--- config.mk ---
export PLATFORM = sky130hd
export DESIGN_NAME = seq_alu
export DESIGN_NICKNAME = d
export VERILOG_FILES = /design/src/rtl/seq_alu.sv
export SDC_FILE = /design/constraint.sdc
export NUM_CORES = 1
export LEC_CHECK = 0
export CAP_MARGIN = 20
export CELL_PAD_IN_SITES_DETAIL_PLACEMENT = 0
export CELL_PAD_IN_SITES_GLOBAL_PLACEMENT = 1
export CORE_ASPECT_RATIO = 0.9
export CORE_MARGIN = 2
export CORE_UTILIZATION = 43
export CTS_CLUSTER_SIZE = 10
export DETAILED_ROUTE_END_ITERATION = 7
export HOLD_SLACK_MARGIN = 0.1
export PLACE_DENSITY = 0.85
export SLEW_MARGIN = 15
export SYNTH_ARGS = -nofsm -noshare
export SYNTH_HDL_FRONTEND = slang
export SYNTH_SLANG_ARGS = --single-unit
--- constraint.sdc ---
create_clock -name i_clk -period 6.95 [get_ports i_clk]
set_input_delay 1.0425 -clock i_clk [delete_from_list [all_inputs] [get_ports i_clk]]
set_output_delay 1.0425 -clock i_clk [all_outputs]
set_load 0.05 [all_outputs]
--- src/rtl/seq_alu.sv ---
// Sequential single-request ALU: accept in IDLE, compute in EXEC, present in HOLD
// until the consumer takes the result.
module seq_alu #(
    parameter int unsigned M = 8
) (
    input  logic         i_clk,
    input  logic         i_rst_n,
    input  logic         i_valid,
    output logic         o_ready,
    input  logic [1:0]   i_op,
    input  logic [M-1:0] i_argA,
    input  logic [M-1:0] i_argB,
    output logic         o_valid,
    input  logic         i_ready,
    output logic [M-1:0] o_result,
    output logic [3:0]   o_status,
    output logic         o_err
);

    if (M < 4) begin : g_width_check
        $error("seq_alu: M must be at least 4");
    end

    typedef enum logic [1:0] {
        StIdle,
        StExec,
        StHold
    } state_e;

    localparam logic [1:0] OpSub    = 2'b00;
    localparam logic [1:0] OpLt     = 2'b01;
    localparam logic [1:0] OpSetbit = 2'b10;
    localparam logic [1:0] OpSm2tc  = 2'b11;

    state_e         state_q, state_d;
    logic [1:0]     op_q, op_d;
    logic [M-1:0]   arga_q, arga_d;
    logic [M-1:0]   argb_q, argb_d;
    logic [M-1:0]   result_q, result_d;
    logic [3:0]     status_q, status_d;
    logic           err_q, err_d;

    logic [M-1:0]   calc_res;
    logic           calc_err;
    logic [M-1:0]   diff;
    logic [M-1:0]   mag_ext;

    always_comb begin
        calc_res = '0;
        calc_err = 1'b0;
        diff     = arga_q - argb_q;
        mag_ext  = {1'b0, arga_q[M-2:0]};
        unique case (op_q)
            OpSub: begin
                calc_res = diff;
                calc_err = (arga_q[M-1] ^ argb_q[M-1]) & (diff[M-1] ^ arga_q[M-1]);
            end
            OpLt: begin
                calc_res = {{(M-1){1'b0}}, (arga_q < argb_q)};
            end
            OpSetbit: begin
                // Bit index is compared at full operand width so large B flags an error.
                if (argb_q < M'(M)) begin
                    calc_res = arga_q | (M'(1) << argb_q);
                end else begin
                    calc_res = arga_q;
                    calc_err = 1'b1;
                end
            end
            OpSm2tc: begin
                // Negative zero falls out naturally: -(0) == 0.
                calc_res = arga_q[M-1] ? (~mag_ext + M'(1)) : arga_q;
            end
            default: begin
                calc_res = '0;
                calc_err = 1'b0;
            end
        endcase
    end

    always_comb begin
        state_d  = state_q;
        op_d     = op_q;
        arga_d   = arga_q;
        argb_d   = argb_q;
        result_d = result_q;
        status_d = status_q;
        err_d    = err_q;
        unique case (state_q)
            StIdle: begin
                if (i_valid) begin
                    op_d    = i_op;
                    arga_d  = i_argA;
                    argb_d  = i_argB;
                    state_d = StExec;
                end
            end
            StExec: begin
                result_d    = calc_res;
                status_d[0] = (calc_res == '0);
                status_d[1] = calc_res[M-1];
                status_d[2] = ~^calc_res;
                status_d[3] = &calc_res;
                err_d       = calc_err;
                state_d     = StHold;
            end
            StHold: begin
                if (i_ready) begin
                    state_d = StIdle;
                end
            end
            default: begin
                state_d = StIdle;
            end
        endcase
    end

    always_ff @(posedge i_clk or negedge i_rst_n) begin
        if (!i_rst_n) begin
            state_q  <= StIdle;
            op_q     <= '0;
            arga_q   <= '0;
            argb_q   <= '0;
            result_q <= '0;
            status_q <= '0;
            err_q    <= 1'b0;
        end else begin
            state_q  <= state_d;
            op_q     <= op_d;
            arga_q   <= arga_d;
            argb_q   <= argb_d;
            result_q <= result_d;
            status_q <= status_d;
            err_q    <= err_d;
        end
    end

    assign o_ready  = (state_q == StIdle);
    assign o_valid  = (state_q == StHold);
    assign o_result = result_q;
    assign o_status = status_q;
    assign o_err    = err_q;

endmodule

==> flow_metrics.env, run 1 <==
export IMPL_final_non_filler_cell_total=340
export IMPL_dp_cells=333
export IMPL_design_portCount=37
export IMPL_die_area_sq_um=5560
export IMPL_cts_root_to_sink_buffers=2
export IMPL_clk_pin_slew_worst_paths_ns=0.07
export IMPL_timing_critical_path_required_ns=7.09
export IMPL_outcome="finished, final reports clean"
export IMPL_synth_top_cell_area_share_pct=37.4
export IMPL_yosysSeqAreaShare_pct=37.4
export IMPL_number_of_enable_flip_flop_cells_after_synthesis=0
export IMPL_die_w_um=78.4
export IMPL_synth_xor_area_share_pct=3.27
export IMPL_tritoncts_num_sinks=32
export IMPL_min_period_over_period_pct=42.2
export IMPL_num_antenna_cells=0
export IMPL_worst_ep_arrival_time_ns=3.07
export IMPL_detailroute_via_count=1828
export IMPL_first_pass_grt_wire_length_um=8420
export IMPL_post_synth_fa_ha_maj_area_fraction_pct=10.9
export IMPL_postSynthCellCount=241
export IMPL_totalNegativeSetupSlack_ns=0
export IMPL_drt_pass1_iterations=4
export IMPL_gpl_final_weighted_congestion=1.00
export IMPL_overflow_left_after_global_routing=0
export IMPL_start_util_pct=44.3
export IMPL_post_drt_wl_per_cell_um=14.6
export IMPL_drive_gt1_share_pct=6.91
export IMPL_slew_viol_final=0
export IMPL_area_sequential_sq_um=801
export IMPL_ant_nets=0
export IMPL_syn2layout_area_growth_pct=23.7
export IMPL_rr_worst_depth=11
export IMPL_cts_resized_gates=0
export IMPL_final_hold_violation_count=0
export IMPL_maximum_operating_frequency_mhz=341
export IMPL_postSynthNetCount=281
export IMPL_r2r_setup_slack_ns=4.02
export IMPL_synth_cell_area_sq_um=2140
export IMPL_io_buffers=36
export IMPL_first_global_vias=1677
export IMPL_pin_count_of_the_biggest_net_entering_global_routing=33
export IMPL_clock_tree_htree_level_count=2
export IMPL_synth_ff_latch_count=32
export IMPL_ctsRootBufferMaster="sky130_fd_sc_hd__clkbuf_8"
export IMPL_dp_hpwl_um=3760
export IMPL_clock_tree_from_tritoncts="done"
export IMPL_finish_net_count=315
export IMPL_cts_hold_buffers_added=0
export IMPL_tightest_slew_margin_relative_to_the_limit_pct=54.0
export IMPL_muxShareOfSynthArea_pct=3.56
export IMPL_cts_inserted_buffers=5
export IMPL_route_final_wire_length_um=4960
export IMPL_dominant_combinational_cell_family_by_area_after_synthesis="compound AO/OA/AOI/OAI gates"
export IMPL_drc=0
export IMPL_post_synth_num_cell_types=56
export IMPL_synth_main_ff_cell="sky130_fd_sc_hd__dfrtp_1"
export IMPL_fillerInstances=449
export IMPL_netlist_top_cell_by_area="sky130_fd_sc_hd__dfrtp_1"
export IMPL_rsz_0062_raised_after_global_routing="no"
export IMPL_crit_path_category="reg -> reg"
export IMPL_synth_compound_gate_area_share_pct=22.0
export IMPL_via_per_inst=5.38
export IMPL_timing_critical_path_to_type="flip-flop"
export IMPL_synth_top_cells_by_area="sky130_fd_sc_hd__dfrtp_1, sky130_fd_sc_hd__ha_1, sky130_fd_sc_hd__o21ai_1, sky130_fd_sc_hd__nand2_1, sky130_fd_sc_hd__inv_1"
export IMPL_core_region_area_sq_um=4830
export IMPL_synth_simple_gate_area_share_pct=17.4
export IMPL_finalCriticalPeriod_ns=2.93
export IMPL_track_usage_pct=19.4
export IMPL_synth_async_sr_flop_share_pct=100
export IMPL_skew_ns=0.0108
export IMPL_multi_input_area_sq_um=1220
export IMPL_post_synth_cell_area_avg_sq_um=8.89
export IMPL_num_rows=24
export IMPL_maxCapViolations=0
export IMPL_grt_antenna_before_repair=0
export IMPL_crit_path_max_fanout=8
export IMPL_setup_violations_final=0
export IMPL_worst_slew_pin_slew_ns=0.691
export IMPL_ys_warn_count=0
export IMPL_cts_repair_timing_setup_buffer_count=0
export IMPL_floorplan_die_height_um=71.0
export IMPL_cp_start_kind="flip-flop"
export IMPL_detailedRoute_firstIterationViolations=166
export IMPL_worstHoldPathType="reg -> reg"
export IMPL_min_path_cells=2
export IMPL_clock_latency_ns=0.28
-- flip-flops by register name, summed over array words and instances (netlist names) --
register,flops
state_q,2
argb_q,8
o_err,1
arga_q,8
op_q,2
o_status,4
o_result,7
-- placed cells by master, fill, tap and decap left out, drive strengths merged, types with 3 or more instances in the layout --
cell and count:
dfrtp 32, xor2 4, mux2 5, inv 19
clkbuf 7, or2 3, o21ai 29, o31ai 3
a211oi 3, clkdlybuf4s50 36, a21oi 9, o21a 3
and2 3, nand2b 5, ha 17, xnor2 4
nor4 5, nor3 4, nor2 12, nand2 32
-- layout make-up --
class,count,area share [%]
inverters,19,2.69
well taps,65,3.07
multi-input cells,179,46.2
clock buffers,7,3.64
flip-flops and latches,32,30.2
repair buffers,38,14.2
-- path summary, 6_finish.rpt --
path	from	to
min in group asynchronous	i_rst_n	arga_q[7]
max	argb_q[0]	o_status[2]
min reg2reg	o_status[0]	o_status[0]
max reg2reg	argb_q[0]	o_status[2]
min	o_status[0]	o_status[0]
max in group asynchronous	i_rst_n	o_result[4]
-- cells in the mapped netlist (2+ instances only) --
cell type	n
sky130_fd_sc_hd__xor2_1	4
sky130_fd_sc_hd__clkbuf_1	8
sky130_fd_sc_hd__o22a_1	2
sky130_fd_sc_hd__o21a_1	3
sky130_fd_sc_hd__a211oi_1	3
sky130_fd_sc_hd__inv_1	18
sky130_fd_sc_hd__nor2b_1	2
sky130_fd_sc_hd__or4_4	2
sky130_fd_sc_hd__nor3_1	3
sky130_fd_sc_hd__or2_1	2
sky130_fd_sc_hd__o211ai_1	2
sky130_fd_sc_hd__nor4_1	5
sky130_fd_sc_hd__mux2_1	3
sky130_fd_sc_hd__mux2i_1	2
sky130_fd_sc_hd__o21ai_0	5
sky130_fd_sc_hd__o311ai_1	2
sky130_fd_sc_hd__xnor2_1	4
sky130_fd_sc_hd__a21oi_1	9
sky130_fd_sc_hd__o41ai_1	2
sky130_fd_sc_hd__nand2b_1	5
sky130_fd_sc_hd__mux2_2	2
sky130_fd_sc_hd__nand3b_1	2
sky130_fd_sc_hd__ha_1	17
sky130_fd_sc_hd__a41oi_1	2
sky130_fd_sc_hd__dfrtp_1	32
sky130_fd_sc_hd__and2_1	3
sky130_fd_sc_hd__o21ai_1	24
sky130_fd_sc_hd__nor2_1	12
sky130_fd_sc_hd__nand4_1	2
sky130_fd_sc_hd__nand2_1	32
sky130_fd_sc_hd__o31ai_1	2
-- logic make-up after synthesis --
group                      count (synthesis)
buffers and inverters                     30
muxes                                      7
AOI/OAI and AO/OA                         71
and+or+nand+nor                           75
DFF                                       32
adders and majority gates                 18
xor gates and xnor gates                   8
-- critical path, cell delays in order, from the launching register on --
cell and delay [ns]:
sky130_fd_sc_hd__dfrtp_1 0.49, sky130_fd_sc_hd__ha_1 0.27, sky130_fd_sc_hd__fa_1 0.41, sky130_fd_sc_hd__nor2b_1 0.15, sky130_fd_sc_hd__o31a_1 0.21, sky130_fd_sc_hd__mux2i_1 0.21, sky130_fd_sc_hd__o211ai_1 0.14, sky130_fd_sc_hd__or2_1 0.25
sky130_fd_sc_hd__ha_1 0.29, sky130_fd_sc_hd__xnor2_1 0.16, sky130_fd_sc_hd__xnor2_1 0.13, sky130_fd_sc_hd__o21ai_1 0.07
-- routing by layer --
layer,up-vias,global-route usage [%],routed length (um)
li1,928,-,-
met4,0,4.29,43
met2,48,29.2,2190
met3,6,4.21,239
met5,-,0,0
met1,846,28.9,2480
-- through the flow --
| step | worst slack [ns] | hold slack (ns) | utilization, % | area (sq um) |
|---|---|---|---|---|
| 2_1_floorplan | 4.30 | 0.515 | - | 2140 |
| 3_3_place_gp | 4.04 | 0.468 | 52.8 | 2550 |
| 3_5_place_dp | 4.05 | 0.474 | 52.8 | 2550 |
| 4_1_cts | 4.02 | 0.490 | 54.8 | 2650 |
| 5_1_grt | 3.80 | 0.511 | 54.8 | 2650 |
| 6_report | 4.02 | 0.482 | 54.8 | 2650 |
Power of run 1 is not shown: default switching activity piles up to over one toggle a cycle in this logic, so the estimate is an artifact.
==> run 2, diff against run 1 <==
Settings changed: CORE_UTILIZATION 43 to 40, PLACE_DENSITY 0.85 to 0.8.
Clock period 6.95 ns to 2.75 ns, I/O delays scaled along.
==> run 2 against run 1 <==
Non-clock buffer count rose by 33. Wire length rose by 15%. Clock skew fell by 0.0084 ns. Sequential cell count did not move. Utilization rose by 2.9 points. Global-route usage rose by 2.0 points. Register-to-register slack got worse by 3.9 ns. Highest routed layer unchanged.
==> flow_metrics.env, run 2 (synthesis results as in run 1) <==
export IMPL_crit_path_category="reg -> reg"
export IMPL_placement_cell_area_sq_um=2740
export IMPL_core_region_area_sq_um=5220
export IMPL_drc=0
export IMPL_floorplan_die_height_um=73.4
export IMPL_drive_gt1_share_pct=22.3
export IMPL_gpl_final_weighted_congestion=0.946
export IMPL_detailedRoute_firstIterationViolations=97
export IMPL_setup_violations_final=0
export IMPL_mostFrequentLayoutCells="sky130_fd_sc_hd__clkdlybuf4s50_1, sky130_fd_sc_hd__buf_4, sky130_fd_sc_hd__nand2_1, sky130_fd_sc_hd__dfrtp_1, sky130_fd_sc_hd__o21ai_1"
export IMPL_final_hold_violation_count=0
export IMPL_r2r_setup_slack_ns=0.14
export IMPL_die_area_sq_um=5960
export IMPL_fillerInstances=481
export IMPL_pin_count_of_the_biggest_net_entering_global_routing=33
export IMPL_worst_path_largest_cell_delay_ns=0.37
export IMPL_first_pass_grt_wire_length_um=9430
export IMPL_cp_startpoint="arga_q[0]"
export IMPL_critical_path_cell_chain="inv_2 > ha_2 > fa_2 > nor2b_2 > o31a_1 > buf_4 > o21bai_1 > a31oi_2 > nand2b_4 > ha_4 > xnor2_2 > xnor2_1 > o21ai_1"
export IMPL_num_rows=25
export IMPL_design_portCount=37
export IMPL_first_global_vias=1916
export IMPL_via_per_inst=5.32
export IMPL_finish_net_count=348
export IMPL_timing_critical_path_required_ns=2.90
export IMPL_cts_inserted_buffers=5
export IMPL_grt_antenna_before_repair=0
export IMPL_min_period_over_period_pct=94.9
export IMPL_route_final_wire_length_um=5680
export IMPL_critPathSlowestCell="sky130_fd_sc_hd__dfrtp_1"
export IMPL_detailroute_via_count=1999
export IMPL_cp_start_kind="flip-flop"
export IMPL_clock_tree_from_tritoncts="done"
export IMPL_slew_viol_final=0
export IMPL_worst_slew_pin_slew_ns=0.670
export IMPL_rr_worst_depth=13
export IMPL_track_usage_pct=21.4
export IMPL_num_antenna_cells=0
export IMPL_overflow_left_after_global_routing=0
export IMPL_syn2layout_area_growth_pct=40.7
export IMPL_dp_hpwl_um=4400
export IMPL_cts_root_to_sink_buffers=2
export IMPL_clk_pin_slew_worst_paths_ns=0.07
export IMPL_tightest_slew_margin_relative_to_the_limit_pct=55.3
export IMPL_ant_nets=0
export IMPL_io_buffers=36
export IMPL_tritoncts_num_sinks=32
export IMPL_worst_ep_arrival_time_ns=2.76
export IMPL_drt_pass1_iterations=4
export IMPL_post_drt_wl_per_cell_um=15.1
export IMPL_crit_path_max_fanout=3
export IMPL_r2r_end="o_status[2]"
export IMPL_maxCapViolations=0
export IMPL_outcome="finished, final reports clean"
export IMPL_start_util_pct=41.0
export IMPL_clock_latency_ns=0.29
export IMPL_clock_tree_htree_level_count=2
export IMPL_ctsRootBufferMaster="sky130_fd_sc_hd__clkbuf_8"
export IMPL_mostFrequentLayoutCell="sky130_fd_sc_hd__clkdlybuf4s50_1"
export IMPL_timing_critical_path_to="o_status[2]"
export IMPL_worstHoldPathType="reg -> reg"
export IMPL_layout_cell_area_non_filler_sq_um=3010
export IMPL_timing_critical_path_to_type="flip-flop"
export IMPL_finalCriticalPeriod_ns=2.61
export IMPL_skew_ns=0.00241
export IMPL_die_w_um=81.1
export IMPL_r2r_start="arga_q[0]"
export IMPL_totalNegativeSetupSlack_ns=0
export IMPL_maximum_operating_frequency_mhz=383
[run 2: changes by cell type in the layout (fill, tap and decap cells not counted), moves of 2 or more]
cell / delta
sky130_fd_sc_hd__a21oi_1: -2
sky130_fd_sc_hd__a21oi_2: +2
sky130_fd_sc_hd__buf_4: +33
sky130_fd_sc_hd__clkbuf_1: +2
sky130_fd_sc_hd__ha_1: -3
sky130_fd_sc_hd__ha_4: +2
[run 2: worst min-delay path by stage]
stage / to / slack (ns) / cells after the start / startpoint
after global placement: o_result[3] / 0.47 / 2 / o_result[3]
after global routing: o_result[3] / 0.51 / 2 / o_result[3]
after floorplan: arga_q[0] / 0.12 / 0 / i_rst_n
after detailed placement: o_result[1] / 0.48 / 2 / o_result[1]
final: o_result[2] / 0.49 / 2 / o_result[2]
after CTS: o_result[1] / 0.49 / 2 / o_result[1]
[run 2: cell type report]
type	count	area (sq um)	area share, %
Tap cell	67	83.8	2.78
Inverter	19	71.3	2.37
Clock buffer	8	90.1	2.99
Timing Repair Buffer	71	623	20.7
Multi-Input combinational cell	179	1340	44.6
Sequential cell	32	801	26.6
[run 2: layer usage]
layer | part of all wire (%) | vias to the layer above | GRT usage [%]
met3 | 4.8 | 10 | 4.05
li1 | - | 998 | -
met1 | 48 | 940 | 30.1
met2 | 46 | 51 | 32.8
met4 | 1.7 | 0 | 7.91
met5 | 0 | - | 0
[run 2: per-stage QoR]
stage / utilization [%] / cells / hold slack [ns] / setup WS (ns)
final: 57.7 / 376 / 0.486 / 0.140
after global routing: 57.7 / 376 / 0.511 / -0.00815
after global placement: 52.5 / 360 / 0.466 / 0.0567
after detailed placement: 52.5 / 360 / 0.479 / -0.0226
after CTS: 55.9 / 374 / 0.494 / 0.00899
after floorplan: - / 241 / 0.117 / 0.102
[run 2: timing repair]
action                                  CTS  global route
pin swaps                                12             7
resized for setup                         6            15
hold buffers                              0             0
setup buffers                             7             2
endpoints found under the setup margin    1             1
[run 2: critical path: cells and delay by family (launching register included)]
family	cells	cell delay (ns)
AO/OA/AOI/OAI	4	0.56
XOR/XNOR	2	0.31
adder cells (fa/ha/maj)	3	0.75
buffers and inverters	2	0.19
flip-flops	1	0.37
AND/OR/NAND/NOR	2	0.30
Power of run 2 is left out for the same reason.
